[src/rtl/effect_pkg.sv]
// Shared types and constants for the effect sequencer: FSM state encoding,
// enable bit positions within en = {delay, dist, iir}, and the one-hot codes.
package effect_pkg;

  typedef enum logic [1:0] {
    RUN      = 2'd0,
    FADE_OUT = 2'd1,
    SWAP     = 2'd2,
    FADE_IN  = 2'd3
  } state_t;

  // Bit positions inside the committed enable vector.
  localparam int EN_DELAY = 2;
  localparam int EN_DIST  = 1;
  localparam int EN_IIR   = 0;

  // One-hot effect codes.
  localparam logic [2:0] CODE_DELAY = 3'b100;
  localparam logic [2:0] CODE_DIST  = 3'b010;
  localparam logic [2:0] CODE_IIR   = 3'b001;

  // True when the vector is exactly one of the three automatic codes.
  function automatic logic is_one_hot(input logic [2:0] v);
    return (v == CODE_DELAY) || (v == CODE_DIST) || (v == CODE_IIR);
  endfunction

endpackage

[src/rtl/humidity_classifier.sv]
// Combinational humidity-to-effect mapping with hysteresis around the region
// that is currently committed. A committed vector that is not one-hot (left
// over from manual mode) gets the plain classification with no margin.
module humidity_classifier
  import effect_pkg::*;
#(
  parameter int HI_TH = 70,
  parameter int LO_TH = 40,
  parameter int HYST  = 2
) (
  input  logic [7:0] humidity,
  input  logic [2:0] en,
  output logic [2:0] target
);

  // Leaving a region needs the reading to cross the threshold by HYST.
  localparam int HI_UP = HI_TH + HYST;
  localparam int HI_DN = HI_TH - HYST;
  localparam int LO_UP = LO_TH + HYST;
  localparam int LO_DN = LO_TH - HYST;

  int hum;

  // Pick the automatic target from the committed region and the reading.
  always_comb begin
    hum    = int'(humidity);
    target = CODE_IIR;
    if (!is_one_hot(en)) begin
      if (hum > HI_TH)      target = CODE_DELAY;
      else if (hum < LO_TH) target = CODE_DIST;
      else                  target = CODE_IIR;
    end else if (en == CODE_DIST) begin
      if (hum > HI_UP)       target = CODE_DELAY;
      else if (hum >= LO_UP) target = CODE_IIR;
      else                   target = CODE_DIST;
    end else if (en == CODE_IIR) begin
      if (hum > HI_UP)      target = CODE_DELAY;
      else if (hum < LO_DN) target = CODE_DIST;
      else                  target = CODE_IIR;
    end else begin
      if (hum < LO_DN)       target = CODE_DIST;
      else if (hum <= HI_DN) target = CODE_IIR;
      else                   target = CODE_DELAY;
    end
  end

endmodule

[src/rtl/effect_sequencer.sv]
// Effect chain sequencer: selects the target effect set (automatic from
// humidity or manual from switches), debounces it in sample ticks, and
// performs a click-free change by fading the gain to zero, swapping the
// enables while silent, and fading back up to unity.
//
// state    | meaning
// ---------+-----------------------------------------------------------
// RUN      | steady, gain = UNITY, waiting for an accepted change
// FADE_OUT | gain ramps down per tick; leaves the clk after gain hits 0
// SWAP     | single clk, committed enables take the pending vector
// FADE_IN  | gain ramps up per tick; a new accept reverses direction
module effect_sequencer
  import effect_pkg::*;
#(
  parameter int HI_TH          = 70,
  parameter int LO_TH          = 40,
  parameter int HYST           = 2,
  parameter int DEBOUNCE_TICKS = 4800,
  parameter int GAIN_W         = 8,
  parameter int UNITY          = 128,
  parameter int FADE_STEP      = 1
) (
  input  logic              clk,
  input  logic              rst,
  input  logic              sample_tick,
  input  logic [7:0]        humidity,
  input  logic              SW13,
  input  logic              SW16,
  input  logic              SW15,
  input  logic              SW14,
  output logic              effect_delay,
  output logic              effect_dist,
  output logic              effect_iir,
  output logic [GAIN_W-1:0] gain,
  output logic              busy,
  output logic              LED14,
  output logic              LED15,
  output logic              LED16
);

  // Counter wide enough to hold DEBOUNCE_TICKS-1, at least one bit.
  localparam int DCNT_W = (DEBOUNCE_TICKS > 1) ? $clog2(DEBOUNCE_TICKS) : 1;
  localparam logic [DCNT_W-1:0] DCNT_MAX = DCNT_W'(DEBOUNCE_TICKS - 1);

  localparam logic [GAIN_W-1:0] UNITY_G = GAIN_W'(UNITY);
  localparam logic [GAIN_W:0]   UNITY_X = (GAIN_W + 1)'(UNITY);
  localparam logic [GAIN_W:0]   STEP_X  = (GAIN_W + 1)'(FADE_STEP);

  state_t              state;
  logic [2:0]          en;
  logic [2:0]          pend;
  logic [2:0]          cand;
  logic [DCNT_W-1:0]   dcnt;
  logic [2:0]          auto_target;
  logic [2:0]          target;
  logic                accept;
  logic [GAIN_W:0]     gain_dn;
  logic [GAIN_W:0]     gain_up;
  logic [GAIN_W-1:0]   gain_dn_sat;
  logic [GAIN_W-1:0]   gain_up_sat;

  humidity_classifier #(
    .HI_TH (HI_TH),
    .LO_TH (LO_TH),
    .HYST  (HYST)
  ) u_classifier (
    .humidity (humidity),
    .en       (en),
    .target   (auto_target)
  );

  // Manual mode takes the switches verbatim, including the all-off dry path.
  always_comb begin
    target = SW13 ? {SW16, SW15, SW14} : auto_target;
  end

  // Debounce: a candidate must hold for DEBOUNCE_TICKS ticks while it differs
  // from the committed set. The counter parks at its maximum so that an
  // accept ignored mid-fade fires again on the first FADE_IN tick.
  always_ff @(posedge clk) begin
    if (rst) begin
      cand <= CODE_IIR;
      dcnt <= '0;
    end else if (target != cand) begin
      cand <= target;
      dcnt <= '0;
    end else if (target == en) begin
      dcnt <= '0;
    end else if (sample_tick && (dcnt != DCNT_MAX)) begin
      dcnt <= dcnt + 1'b1;
    end
  end

  // Accept strobe on the tick that completes the debounce interval.
  always_comb begin
    accept = sample_tick && (target == cand) && (cand != en) && (dcnt == DCNT_MAX);
  end

  // Saturating gain steps through a one-bit-wider intermediate so the
  // gain word can never wrap at either end.
  always_comb begin
    gain_dn     = {1'b0, gain} - STEP_X;
    gain_up     = {1'b0, gain} + STEP_X;
    gain_dn_sat = gain_dn[GAIN_W] ? '0 : gain_dn[GAIN_W-1:0];
    gain_up_sat = (gain_up > UNITY_X) ? UNITY_G : gain_up[GAIN_W-1:0];
  end

  // Sequencing FSM; gain, enables and busy are all registered here. A tick
  // coinciding with a transition is handled by the source state only.
  always_ff @(posedge clk) begin
    if (rst) begin
      state <= FADE_IN;
      gain  <= '0;
      en    <= CODE_IIR;
      pend  <= CODE_IIR;
      busy  <= 1'b1;
    end else begin
      case (state)
        RUN: begin
          gain <= UNITY_G;
          if (accept) begin
            pend  <= cand;
            state <= FADE_OUT;
            busy  <= 1'b1;
          end
        end
        FADE_OUT: begin
          if (gain == '0) begin
            state <= SWAP;
          end else if (sample_tick) begin
            gain <= gain_dn_sat;
          end
        end
        SWAP: begin
          en    <= pend;
          state <= FADE_IN;
        end
        FADE_IN: begin
          if (accept) begin
            pend  <= cand;
            state <= FADE_OUT;
          end else if (gain == UNITY_G) begin
            state <= RUN;
            busy  <= 1'b0;
          end else if (sample_tick) begin
            gain <= gain_up_sat;
          end
        end
        default: begin
          state <= FADE_IN;
          busy  <= 1'b1;
        end
      endcase
    end
  end

  // Enables and LEDs come straight from the committed register.
  assign effect_delay = en[EN_DELAY];
  assign effect_dist  = en[EN_DIST];
  assign effect_iir   = en[EN_IIR];
  assign LED14        = en[EN_DELAY];
  assign LED15        = en[EN_DIST];
  assign LED16        = en[EN_IIR];

endmodule
[config.mk]
export PLATFORM = sky130hd
export DESIGN_NAME = effect_sequencer
export DESIGN_NICKNAME = d
export VERILOG_FILES = /design/src/rtl/effect_pkg.sv /design/src/rtl/humidity_classifier.sv /design/src/rtl/effect_sequencer.sv
export SDC_FILE = /design/constraint.sdc
export NUM_CORES = 1
export LEC_CHECK = 0
export ABC_CLOCK_PERIOD_IN_PS = 7790
export BUFFER_PORTS_ARGS = -buffer_cell sky130_fd_sc_hd__buf_2
export CORE_ASPECT_RATIO = 1.4
export CORE_MARGIN = 2
export CORE_UTILIZATION = 63
export CTS_BUF_LIST = sky130_fd_sc_hd__clkbuf_4 sky130_fd_sc_hd__clkbuf_8 sky130_fd_sc_hd__clkbuf_16
export CTS_CLUSTER_SIZE = 14
export DETAILED_ROUTE_END_ITERATION = 7
export PLACE_DENSITY = 0.85
export SKIP_LAST_GASP = 1
export SLEW_MARGIN = 40
export SYNTH_ARGS = -nofsm -noshare
export SYNTH_HDL_FRONTEND = slang
export SYNTH_SLANG_ARGS = --single-unit
[constraint.sdc]
create_clock -name clk -period 7.79 [get_ports clk]
set_input_delay 0.3895 -clock clk [delete_from_list [all_inputs] [get_ports clk]]
set_output_delay 0.3895 -clock clk [all_outputs]
set_load 0.01 [all_outputs]
==> key figures, run 1 <==
STA
  – Minimum period implied by the final worst setup slack: 3.34 ns
  – Relative slew slack: a little under half
  – Final sum of negative setup slack: 0 ns
  – Total count of max-transition violations in the final report: 0
  – Min Hold Slack: 0.479 ns
  – Setup-failing EPs final: 0
  – Final Skew: 0.00568 ns
  – Transition time at the pin with the least slew margin: 0.816 ns
  – Fmax achieved: 299 MHz
  – Final hold viol count: 0
  – Setup repair after global routing missed its margin: no
  – Final worst setup slack: 4.45 ns
  – Final critical-path share of the clock period: between 40% and 50%

Synth
  – Yosys top cell by area: dfxtp_1
  – Post-synthesis share of cell area spent on and, or, nand and nor gates: between 20% and 30%
  – Mapped Area: 2490 um^2
  – Synth Area in Adders: 5.03%
  – Warning count from the yosys run: 0
  – Flip-flop cell with the highest count after synthesis: dfxtp_1
  – Synthesized netlist net count: 339
  – Most frequently used cell type in the post-synthesis netlist: dfxtp_1
  – Fraction of the mapped netlist area in compound gates: 26.1%
  – Post-synthesis cell type count: 65
  – Share of cell area taken by muxes after synthesis: 3.72%
  – Xor-xnor portion of the synthesized cell area: 6.64%
  – Synth Area per Inst: 7.92 um^2
  – Fraction of registers with async set or reset after synthesis: 0%
  – Proportion of synthesized chip area in sequential cells: about a quarter
  – Combinational family with the most area after synthesis: simple AND/OR/NAND/NOR gates
  – Post-synth top area share: between 20% and 30%
  – Post-synthesis sequential element count: 33
  – Gate count of the mapped netlist: 314
  – Synth top area cells: dfxtp_1, ha_1, nor2_1
  – Commonest cells in the netlist: dfxtp_1, nor2_1, nand2_1, o21ai_0, nand3_1
  – EDFF count, synth: 0

Power
  – Cell Pwr Density: 274 nW/um^2
  – Maximum vdd ir drop: 0.206 mV
  – Lkg Pwr: 1.06 nW

Die
  – Total Die Area: 4470 um^2
  – Effective utilization at floorplan: 64.6%
  – Placeable core region: 3850 um^2
  – Rows: 27
  – I/O pins: 30
  – Die outline width: 57.1 um
  – Height of the die: 78.3 um

Run status
  – Status: finished, final reports clean

Clock tree
  – Bufs on Longest Clock Path: 2
  – CTS root buffer: clkbuf_8
  – Clock sink total: 33
  – Clock tree from TritonCTS: built
  – TritonCTS buffer count: 5
  – Clock latency of the later-clocked register in the worst-skew pair: 0.29 ns
  – H-tree depth reported by CTS: 2
  – Count of buffers added by post-CTS timing repair for setup: 0
  – Post-cts hold buffer count: 0
  – Clock slew at the register clock pins of the worst setup and hold paths: approximately 0.070 ns
  – Post-CTS Resized: 0

Placement
  – Post-DP HPWL: 4.14 mm
  – Cell area after placement: 2600 um^2
  – Gpl congestion: 0.931
  – Worst-case setup slack after placement: 4.32 ns
  – Port-buffer cells: 29

Flow run
  – Max cap viols: 0

Worst setup path
  – Worst endpoint data arrival time: 3.51 ns
  – Element type at the critical path end: flip-flop
  – Crit Reg-Reg Startpoint: en[2]
  – Cell type of the slowest stage on the worst timing path: o41ai_4
  – Largest fanout on the critical path: 14
  – Startpoint-to-endpoint class of the critical path: reg -> reg
  – Worst endpoint required time: 7.95 ns
  – Launching instance or port of the critical path: en[2]
  – Most frequent cell on the critical path: o21ai_0
  – Largest incremental delay on the critical path: 0.75 ns
  – Type of element launching the critical path: flip-flop
  – Worst path cell trace: or3b_2, o21ai_0, o211ai_1, a2bb2oi_1, mux2_2, o41ai_4, mux2i_1, o21ai_0

Cells and area
  – Final Cell Area: 2680 um^2
  – Post-layout net count: 356
  – Fraction of final layout cells sized beyond drive strength 1: roughly 17%
  – Area Overhead vs Synth: 7.85%
  – Final-layout fill cell count: approximately 320
  – Antenna diode count: 0

Global route
  – Vias in the first global route: 2,238
  – Total congestion overflow after global routing: 0
  – Initial antenna violation count: 0
  – Wire length of the first global-routing pass: approximately 9.4 mm
  – Pin count of the biggest net entering global routing: 19
  – All-Layer GR Usage: 25.9%

Routing
  – Vias/cell: around 6.4
  – Post-detailed-route count of antenna-violating nets: 0
  – Met1 layer wirelength in the final routing: 2.27 mm
  – Uppermost metal layer occupied by signal nets: met4
  – Post-route DRC violation count: 0
  – Total Wirelength: 5.58 mm
  – Total number of vias: 2,415
  – 1st-iter DRT viols: 111
  – Met2 routed wirelength: 2.94 mm
  – Number of detailed-route iterations in the first pass: 4
  – Met3 wire length: 265 um
  – Drt wl/cell: about 15 um

Worst hold path
  – Worst min-delay path startpoint: rst
  – Worst min-delay path category: in -> reg
-- layout make-up --
type	count	area (um^2)	share of cell area, %
clock inverters	3	17.5	0.653
flip-flops and latches	33	661	24.6
well taps	43	53.8	2.01
inverters	12	45.0	1.68
clock buffers	5	68.8	2.57
repair buffers	29	145	5.41
multi-input cells	250	1690	63.1
-- layout by cell type, fill, tap and decap left out, types with 6 or more instances in the layout --
cell	synthesis	layout
buf_2	3	29
inv_1	12	12
and3_1	8	8
ha_1	10	10
nor2_1	32	32
a211o_1	6	6
mux2i_1	7	7
o21ai_0	19	19
xnor2_1	8	8
xor2_1	9	9
a21oi_1	13	13
nand3_1	14	14
dfxtp_1	33	33
nand2_1	28	28
nor3_1	6	6
-- stage by stage --
stage | utilization [%] | std cells | total power [mW]
3_3_place_gp | 67.3 | 367 | 0.597
6_report | 69.7 | 375 | 0.736
4_1_cts | 69.7 | 375 | 0.734
5_1_grt | 69.7 | 375 | 0.793
2_1_floorplan | - | 314 | 0.531
3_5_place_dp | 67.4 | 367 | 0.606
-- path summary, 6_finish.rpt --
check | endpoint | slack, ns | depth (start not counted)
worst max-delay path | gain[6] | 4.45 | 8
worst min-delay path | en[1] | 0.48 | 2
worst max register to register | gain[6] | 4.45 | 8
worst min register to register | en[0] | 0.48 | 2
-- worst max-delay path: cells and delay by family (launching register included) --
family	cells	cell delay (ns)
flip-flops	1	0.57
AND/OR/NAND/NOR	1	0.52
AO/OA/AOI/OAI	5	1.48
multiplexers	2	0.66
-- logic make-up (layout without fill, tap and decap cells) --
family	count (synthesis)	in the layout
simple gates	127	127
fa+ha+maj	10	10
flops	33	33
buf+inv	31	49
mux	9	9
compound gates	86	86
xor+xnor	18	18
-- flip-flops by register name, summed over array words and instances (netlist names) --
name and cells:
busy 1, pend 3, state 2, gain 8
dcnt 13, en 3, cand 3
-- where the power goes --
part           internal [mW]  leakage (nW)  total (mW)  switching, mW
Sequential             0.190         0.268       0.236         0.0466
Clock                 0.0616        0.0439       0.126         0.0647
Combinational          0.153         0.747       0.374          0.221
-- metal layers --
layer  GRT usage [%]  vias up
li1                -     1195
met1            28.1     1134
met2            47.9       75
met3            4.12       11
met4            12.1        0
met5               0        -
(Power assumes the default switching activity.)
==> run 2, diff against run 1 <==
--- a/config.mk
+++ b/config.mk
@@ -5,15 +5,15 @@
 export SDC_FILE = /design/constraint.sdc
 export NUM_CORES = 1
 export LEC_CHECK = 0
-export ABC_CLOCK_PERIOD_IN_PS = 7790
+export ABC_CLOCK_PERIOD_IN_PS = 3000
 export BUFFER_PORTS_ARGS = -buffer_cell sky130_fd_sc_hd__buf_2
 export CORE_ASPECT_RATIO = 1.4
 export CORE_MARGIN = 2
-export CORE_UTILIZATION = 63
+export CORE_UTILIZATION = 53
 export CTS_BUF_LIST = sky130_fd_sc_hd__clkbuf_4 sky130_fd_sc_hd__clkbuf_8 sky130_fd_sc_hd__clkbuf_16
 export CTS_CLUSTER_SIZE = 14
 export DETAILED_ROUTE_END_ITERATION = 7
-export PLACE_DENSITY = 0.85
+export PLACE_DENSITY = 0.77
 export SKIP_LAST_GASP = 1
 export SLEW_MARGIN = 40
 export SYNTH_ARGS = -nofsm -noshare
==> constraint.sdc (replaced) <==
create_clock -name clk -period 3 [get_ports clk]
set_input_delay 0.15 -clock clk [delete_from_list [all_inputs] [get_ports clk]]
set_output_delay 0.15 -clock clk [all_outputs]
set_load 0.01 [all_outputs]
==> run 2 against run 1 <==
Net effect:
- setup slack lost 4.3 ns
- sequential power grew to 2.5 times the previous value
- final area is 3.6% higher
- maximum frequency up 18%
- final cell count grew 6.9%
- wire length increased by 2.5%
- clock skew up 0.0021 ns
- combinational power grew to 2.8 times the previous value
- largest cell class unchanged
==> key figures, run 2 (synthesis results as in run 1) <==
Routing
  – Drt wl/cell: 14.3 um (-4.2%)
  – 1st-iter DRT viols: 108 (-2.7%)
  – Post-route DRC violation count: 0 (unchanged)
  – Total number of vias: 2,386 (-1.2%)
  – Number of detailed-route iterations in the first pass: 4 (unchanged)
  – Post-detailed-route count of antenna-violating nets: 0 (unchanged)
  – Total Wirelength: 5.72 mm (+2.5%)
  – Vias/cell: 5.95 (-7.6%)

Power
  – Total chip power: 1.97 mW (+170%)
  – Cell Pwr Density: 708 nW/um^2 (+160%)
  – Maximum vdd ir drop: 0.520 mV (+150%)
  – Lkg Pwr: 1.10 nW (+3.9%)

Placement
  – Gpl congestion: 0.931 (about the same)
  – Count of placed standard cells including taps: 393 (+7.1%)
  – Post-DP HPWL: 4.35 mm (+5.0%)
  – Cell area after placement: 2690 um^2 (+3.4%)
  – Port-buffer cells: 29 (unchanged)

Clock tree
  – Clock sink total: 33 (unchanged)
  – CTS root buffer: clkbuf_8
  – TritonCTS buffer count: 5 (unchanged)
  – Clock latency of the later-clocked register in the worst-skew pair: 0.29 ns (about the same)
  – Post-cts hold buffer count: 0 (unchanged)
  – H-tree depth reported by CTS: 2 (unchanged)
  – Clock slew at the register clock pins of the worst setup and hold paths: 0.07 ns (about the same)
  – Bufs on Longest Clock Path: 2 (unchanged)
  – Clock tree from TritonCTS: built

Global route
  – Pin count of the biggest net entering global routing: 19 (unchanged)
  – Total congestion overflow after global routing: 0 (unchanged)
  – Initial antenna violation count: 0 (unchanged)
  – Vias in the first global route: 2,205 (-1.5%)
  – All-Layer GR Usage: 23.3% (-2.7 points)
  – Wire length of the first global-routing pass: 9.44 mm (about the same)

STA
  – Final sum of negative setup slack: 0 ns (unchanged)
  – Setup-failing EPs final: 0 (unchanged)
  – Final Skew: 0.00776 ns (+0.00208 ns)
  – Minimum period implied by the final worst setup slack: 2.83 ns (-0.512 ns)
  – Transition time at the pin with the least slew margin: 0.624 ns (-0.192 ns)
  – Final critical-path share of the clock period: 94.4% (+51 points)
  – Total count of max-transition violations in the final report: 0 (unchanged)
  – Relative slew slack: 58.1% (+13 points)
  – Final hold viol count: 0 (unchanged)
  – Fmax achieved: 353 MHz (+18%)

Worst hold path
  – Worst min-delay path category: in -> reg
  – Min-Delay Path Depth: 2 (unchanged)

Cells and area
  – Commonest non-fill, non-tap cells in the layout: nor2_1, dfxtp_1, buf_2, nand2_1, o21ai_0
  – Post-layout net count: 363 (+2.0%)
  – Fraction of final layout cells sized beyond drive strength 1: 19.2% (+2.3 points)
  – Area Overhead vs Synth: 11.7%
  – Registers with the most flip-flops: dcnt (13), gain (8)
  – Antenna diode count: 0 (unchanged)
  – Non-filler cells, final: 401 (+6.9%)
  – Number of flip-flops under the largest register name: 13 (unchanged)
  – Final Cell Area: 2780 um^2 (+3.6%)
  – Register ranked first by flip-flop count: dcnt

Die
  – Total Die Area: 5260 um^2 (+18%)
  – Height of the die: 85.1 um (+8.6%)
  – Placeable core region: 4540 um^2 (+18%)
  – Rows: 29 (+7.4%)
  – Die outline width: 61.9 um (+8.4%)
  – I/O pins: 30 (unchanged)
  – Effective utilization at floorplan: 54.8% (-9.7 points)

Worst setup path
  – Type of element launching the critical path: flip-flop
  – Worst endpoint data arrival time: 2.98 ns (-0.53 ns)
  – Number of cells on the worst reg-to-reg path: 8 (unchanged)
  – Startpoint-to-endpoint class of the critical path: reg -> reg
  – Largest fanout on the critical path: 6 (-8)
  – Worst endpoint required time: 3.15 ns (-4.80 ns)
  – Element type at the critical path end: flip-flop

Run status
  – Status: finished, final reports clean

Flow run
  – Max cap viols: 0 (unchanged)
run 2: changes by cell type in the layout (fill, tap and decap cells not counted), sizes merged:
cell	delta
buf	+7
run 2: stage by stage:
step           util [%]  setup WS [ns]  hold WS, ns
2_1_floorplan         -          0.132        0.405
3_3_place_gp       59.1         0.0918        0.450
3_5_place_dp       59.2         0.0669        0.474
4_1_cts            61.1         0.0709        0.255
5_1_grt            61.3        -0.0199        0.275
6_report           61.3          0.168        0.256
run 2: layout make-up:
cell class                      instances  area (um^2)
Sequential cell                        33          662
Fill cell                             420         1760
Multi-Input combinational cell        250         1700
Inverter                               12         45.0
Tap cell                               62         77.6
Clock inverter                          3         17.5
Clock buffer                            5         68.8
Timing Repair Buffer                   36          210
run 2: critical path: stages (launching register included):
cell and delay (ns):
dfxtp_1 0.36, or3b_2 0.51, o21ai_0 0.20, o211ai_1 0.19
a2bb2oi_2 0.20, mux2_2 0.40, or4_1 0.55, o21ai_0 0.17
o311ai_1 0.11
run 2: power by group:
part / leakage (nW) / switching (mW) / internal, mW / total [mW]
logic: 0.787 / 0.594 / 0.451 / 1.05
clock network: 0.0439 / 0.169 / 0.160 / 0.329
registers: 0.269 / 0.101 / 0.493 / 0.594
run 2: path summary, 6_finish.rpt:
check / startpoint / end / slack [ns]
max: en[0] / pend[0] / 0.17
min: rst / gain[4] / 0.26
max reg2reg: en[0] / pend[0] / 0.17
min reg2reg: pend[1] / pend[1] / 0.48
run 2: timing repair:
action | CTS | global route
setup endpoints to repair | 0 | 6
buffers inserted | 0 | 0
gates resized for setup | 0 | 2
run 2: metal layers:
| layer | up-vias | global-route usage, % | share of wire [%] |
|---|---|---|---|
| met5 | - | 0 | 0 |
| met4 | 0 | 11.2 | 2.6 |
| met3 | 16 | 3.51 | 3.5 |
| met2 | 64 | 42.3 | 53 |
| met1 | 1097 | 24.7 | 40 |
| li1 | 1209 | - | - |
==> run 3, diff against run 2 <==
--- a/config.mk
+++ b/config.mk
@@ -7,13 +7,15 @@
 export LEC_CHECK = 0
 export ABC_CLOCK_PERIOD_IN_PS = 3000
 export BUFFER_PORTS_ARGS = -buffer_cell sky130_fd_sc_hd__buf_2
+export CELL_PAD_IN_SITES_DETAIL_PLACEMENT = 0
+export CELL_PAD_IN_SITES_GLOBAL_PLACEMENT = 1
 export CORE_ASPECT_RATIO = 1.4
 export CORE_MARGIN = 2
-export CORE_UTILIZATION = 53
+export CORE_UTILIZATION = 39
 export CTS_BUF_LIST = sky130_fd_sc_hd__clkbuf_4 sky130_fd_sc_hd__clkbuf_8 sky130_fd_sc_hd__clkbuf_16
 export CTS_CLUSTER_SIZE = 14
 export DETAILED_ROUTE_END_ITERATION = 7
-export PLACE_DENSITY = 0.77
+export PLACE_DENSITY_LB_ADDON = 0.1
 export SKIP_LAST_GASP = 1
 export SLEW_MARGIN = 40
 export SYNTH_ARGS = -nofsm -noshare
==> run 3 against run 2 <==
Net effect:
- register-to-register slack worse by 0.03 ns
- sequential power down 0.7%
- sequential share of layout area down 0.47 points
- maximum frequency down 0.95%
- critical path depth up 2
- critical path type unchanged
- highest routed layer unchanged
==> key figures, run 3 (synthesis results as in run 1) <==
Placement
  – Count of placed standard cells including taps: 407 (+3.6%)
  – Port-buffer cells: 29 (unchanged)
  – Post-DP HPWL: 4.80 mm (+10%)
  – Cell area after placement: 2720 um^2 (+1.1%)
  – Gpl congestion: 0.805 (-14%)

STA
  – Final hold viol count: 0 (unchanged)
  – Fmax achieved: 350 MHz (-0.95%)
  – Setup-failing EPs final: 0 (unchanged)
  – Final Skew: 0.00975 ns (+0.00200 ns)
  – Minimum period implied by the final worst setup slack: 2.86 ns (+0.0271 ns)
  – Final critical-path share of the clock period: 95.3% (+0.90 points)
  – Final sum of negative setup slack: 0 ns (unchanged)
  – Relative slew slack: 54.8% (-3.2 points)
  – Setup repair after global routing missed its margin: no
  – Total count of max-transition violations in the final report: 0 (unchanged)
  – Transition time at the pin with the least slew margin: 0.674 ns (+0.0503 ns)

Die
  – Placeable core region: 6210 um^2 (+37%)
  – Die outline width: 71.5 um (+16%)
  – I/O pins: 30 (unchanged)
  – Rows: 34 (+17%)
  – Effective utilization at floorplan: 40.0% (-15 points)
  – Height of the die: 98.5 um (+16%)
  – Total Die Area: 7040 um^2 (+34%)

Clock tree
  – Clock sink total: 33 (unchanged)
  – CTS root buffer: clkbuf_8
  – Clock latency of the later-clocked register in the worst-skew pair: 0.29 ns (about the same)
  – Clock tree from TritonCTS: built
  – Bufs on Longest Clock Path: 2 (unchanged)
  – H-tree depth reported by CTS: 2 (unchanged)
  – Clock slew at the register clock pins of the worst setup and hold paths: 0.07 ns (about the same)
  – TritonCTS buffer count: 5 (unchanged)

Worst setup path
  – Largest fanout on the critical path: 9 (+3)
  – Startpoint-to-endpoint class of the critical path: reg -> reg
  – Buffers and inverters on the worst path: 2 (+2)
  – Most frequent cell on the critical path: buf_4
  – Worst endpoint data arrival time: 3.02 ns (+0.04 ns)
  – Cell family with the largest share of critical-path delay: compound AO/OA/AOI/OAI gates
  – Worst path cell trace: buf_4, or3b_2, o2111ai_1, o211ai_1, a2bb2oi_2, mux2_2, o41ai_4, buf_4, mux2i_1, nor2_1
  – Type of element launching the critical path: flip-flop
  – Worst endpoint required time: 3.16 ns (about the same)
  – Element type at the critical path end: flip-flop
  – Largest incremental delay on the critical path: 0.49 ns (-0.06 ns)
  – Cell type of the slowest stage on the worst timing path: or3b_2

Routing
  – Drt wl/cell: 15.1 um (+5.9%)
  – Post-route DRC violation count: 0 (unchanged)
  – Number of detailed-route iterations in the first pass: 4 (unchanged)
  – Total number of vias: 2,380 (-0.25%)
  – Total Wirelength: 6.29 mm (+9.9%)
  – 1st-iter DRT viols: 89 (-18%)
  – Post-detailed-route count of antenna-violating nets: 0 (unchanged)
  – Vias/cell: 5.72 (-3.8%)

Cells and area
  – Fraction of final layout cells sized beyond drive strength 1: 20.6% (+1.5 points)
  – Post-layout net count: 368 (+1.4%)
  – Registers with the most flip-flops: dcnt (13), gain (8)
  – Register ranked first by flip-flop count: dcnt
  – Antenna diode count: 0 (unchanged)
  – Final Cell Area: 2830 um^2 (+1.8%)
  – Commonest non-fill, non-tap cell in the layout: dfxtp_1
  – Non-filler cells, final: 416 (+3.7%)
  – Area Overhead vs Synth: 13.7%
  – Number of flip-flops under the largest register name: 13 (unchanged)
  – Commonest non-fill, non-tap cells in the layout: dfxtp_1, nor2_1, buf_2, nand2_1, o21ai_0

Power
  – Lkg Pwr: 1.12 nW (+2.1%)
  – Cell Pwr Density: 712 nW/um^2 (+0.48%)
  – Maximum vdd ir drop: 0.346 mV (-33%)
  – Total chip power: 2.01 mW (+2.3%)

Global route
  – Vias in the first global route: 2,359 (+7.0%)
  – Fraction of met1 tracks used by global routing: 21.5% (-3.2 points)
  – Global-route met2 utilization: 36.2% (-6.1 points)
  – Wire length of the first global-routing pass: 11.0 mm (+17%)
  – All-Layer GR Usage: 19.5% (-3.8 points)
  – Global route hottest layer: met2
  – Initial antenna violation count: 0 (unchanged)
  – Total congestion overflow after global routing: 0 (unchanged)
  – Met3 layer usage reported by global route: 2.97% (-0.54 points)
  – Pin count of the biggest net entering global routing: 19 (unchanged)

Worst hold path
  – Worst min-delay path category: in -> reg

Run status
  – Status: finished, final reports clean

Flow run
  – Max cap viols: 0 (unchanged)
## run 3: cell count changes in the layout (fill, tap and decap cells not counted)
cell     delta
nor3_4      +1
buf_4       +6
o21ai_1     +1
dfxtp_1     +1
o21ai_2     +1
buf_12      -1
nor3_2      -1
or4_1       -1
or4_4       +1
o21ai_0     -2
dfxtp_2     -1
## run 3: layout make-up
| class | count | area [um^2] |
|---|---|---|
| flip-flops and latches | 33 | 661 |
| multi-input cells | 250 | 1710 |
| repair buffers | 41 | 235 |
| fillers | 657 | 3380 |
| clock inverters | 3 | 17.5 |
| inverters | 12 | 45.0 |
| clock buffers | 5 | 68.8 |
| well taps | 72 | 90.1 |
## run 3: routing by layer
layer  wire [um]  vias to the layer above
li1            -                     1212
met1        2610                     1113
met2        3350                       44
met3         186                       11
met4         150                        0
met5           0                        -
## run 3: path summary, 6_finish.rpt
kind,startpoint,endpoint,slack [ns],depth (start not counted)
max,en[1],gain[4],0.14,10
min,rst,en[2],0.25,2
max reg2reg,en[1],gain[4],0.14,10
min reg2reg,pend[2],pend[2],0.48,2
## run 3: repair_timing
item                       in CTS  in global routing
pin swaps                       0                  1
setup buffers                   0                  1
resized for setup               1                  5
setup endpoints to repair       2                 12
hold buffers                    0                  0
## run 3: through the flow
step / util, % / hold slack, ns / setup WS (ns)
after floorplan: - / 0.405 / 0.132
after global placement: 43.7 / 0.470 / 0.0134
after detailed placement: 43.7 / 0.473 / -0.0292
after CTS: 45.2 / 0.248 / 0.0416
after global routing: 45.5 / 0.263 / 0.0204
final: 45.5 / 0.253 / 0.141
## run 3: report_power, final
group | total (mW) | internal (mW) | switching (mW) | leakage, nW
clock | 0.336 | 0.160 | 0.176 | 0.0439
combinational | 1.09 | 0.457 | 0.631 | 0.811
sequential | 0.590 | 0.493 | 0.0975 | 0.268
## run 3: worst register-to-register path, cell delays in order (launching register included)
cell	delay (ns)
dfxtp_1	0.31
buf_4	0.17
or3b_2	0.49
o2111ai_1	0.17
o211ai_1	0.17
a2bb2oi_2	0.20
mux2_2	0.41
o41ai_4	0.34
buf_4	0.24
mux2i_1	0.19
nor2_1	0.05
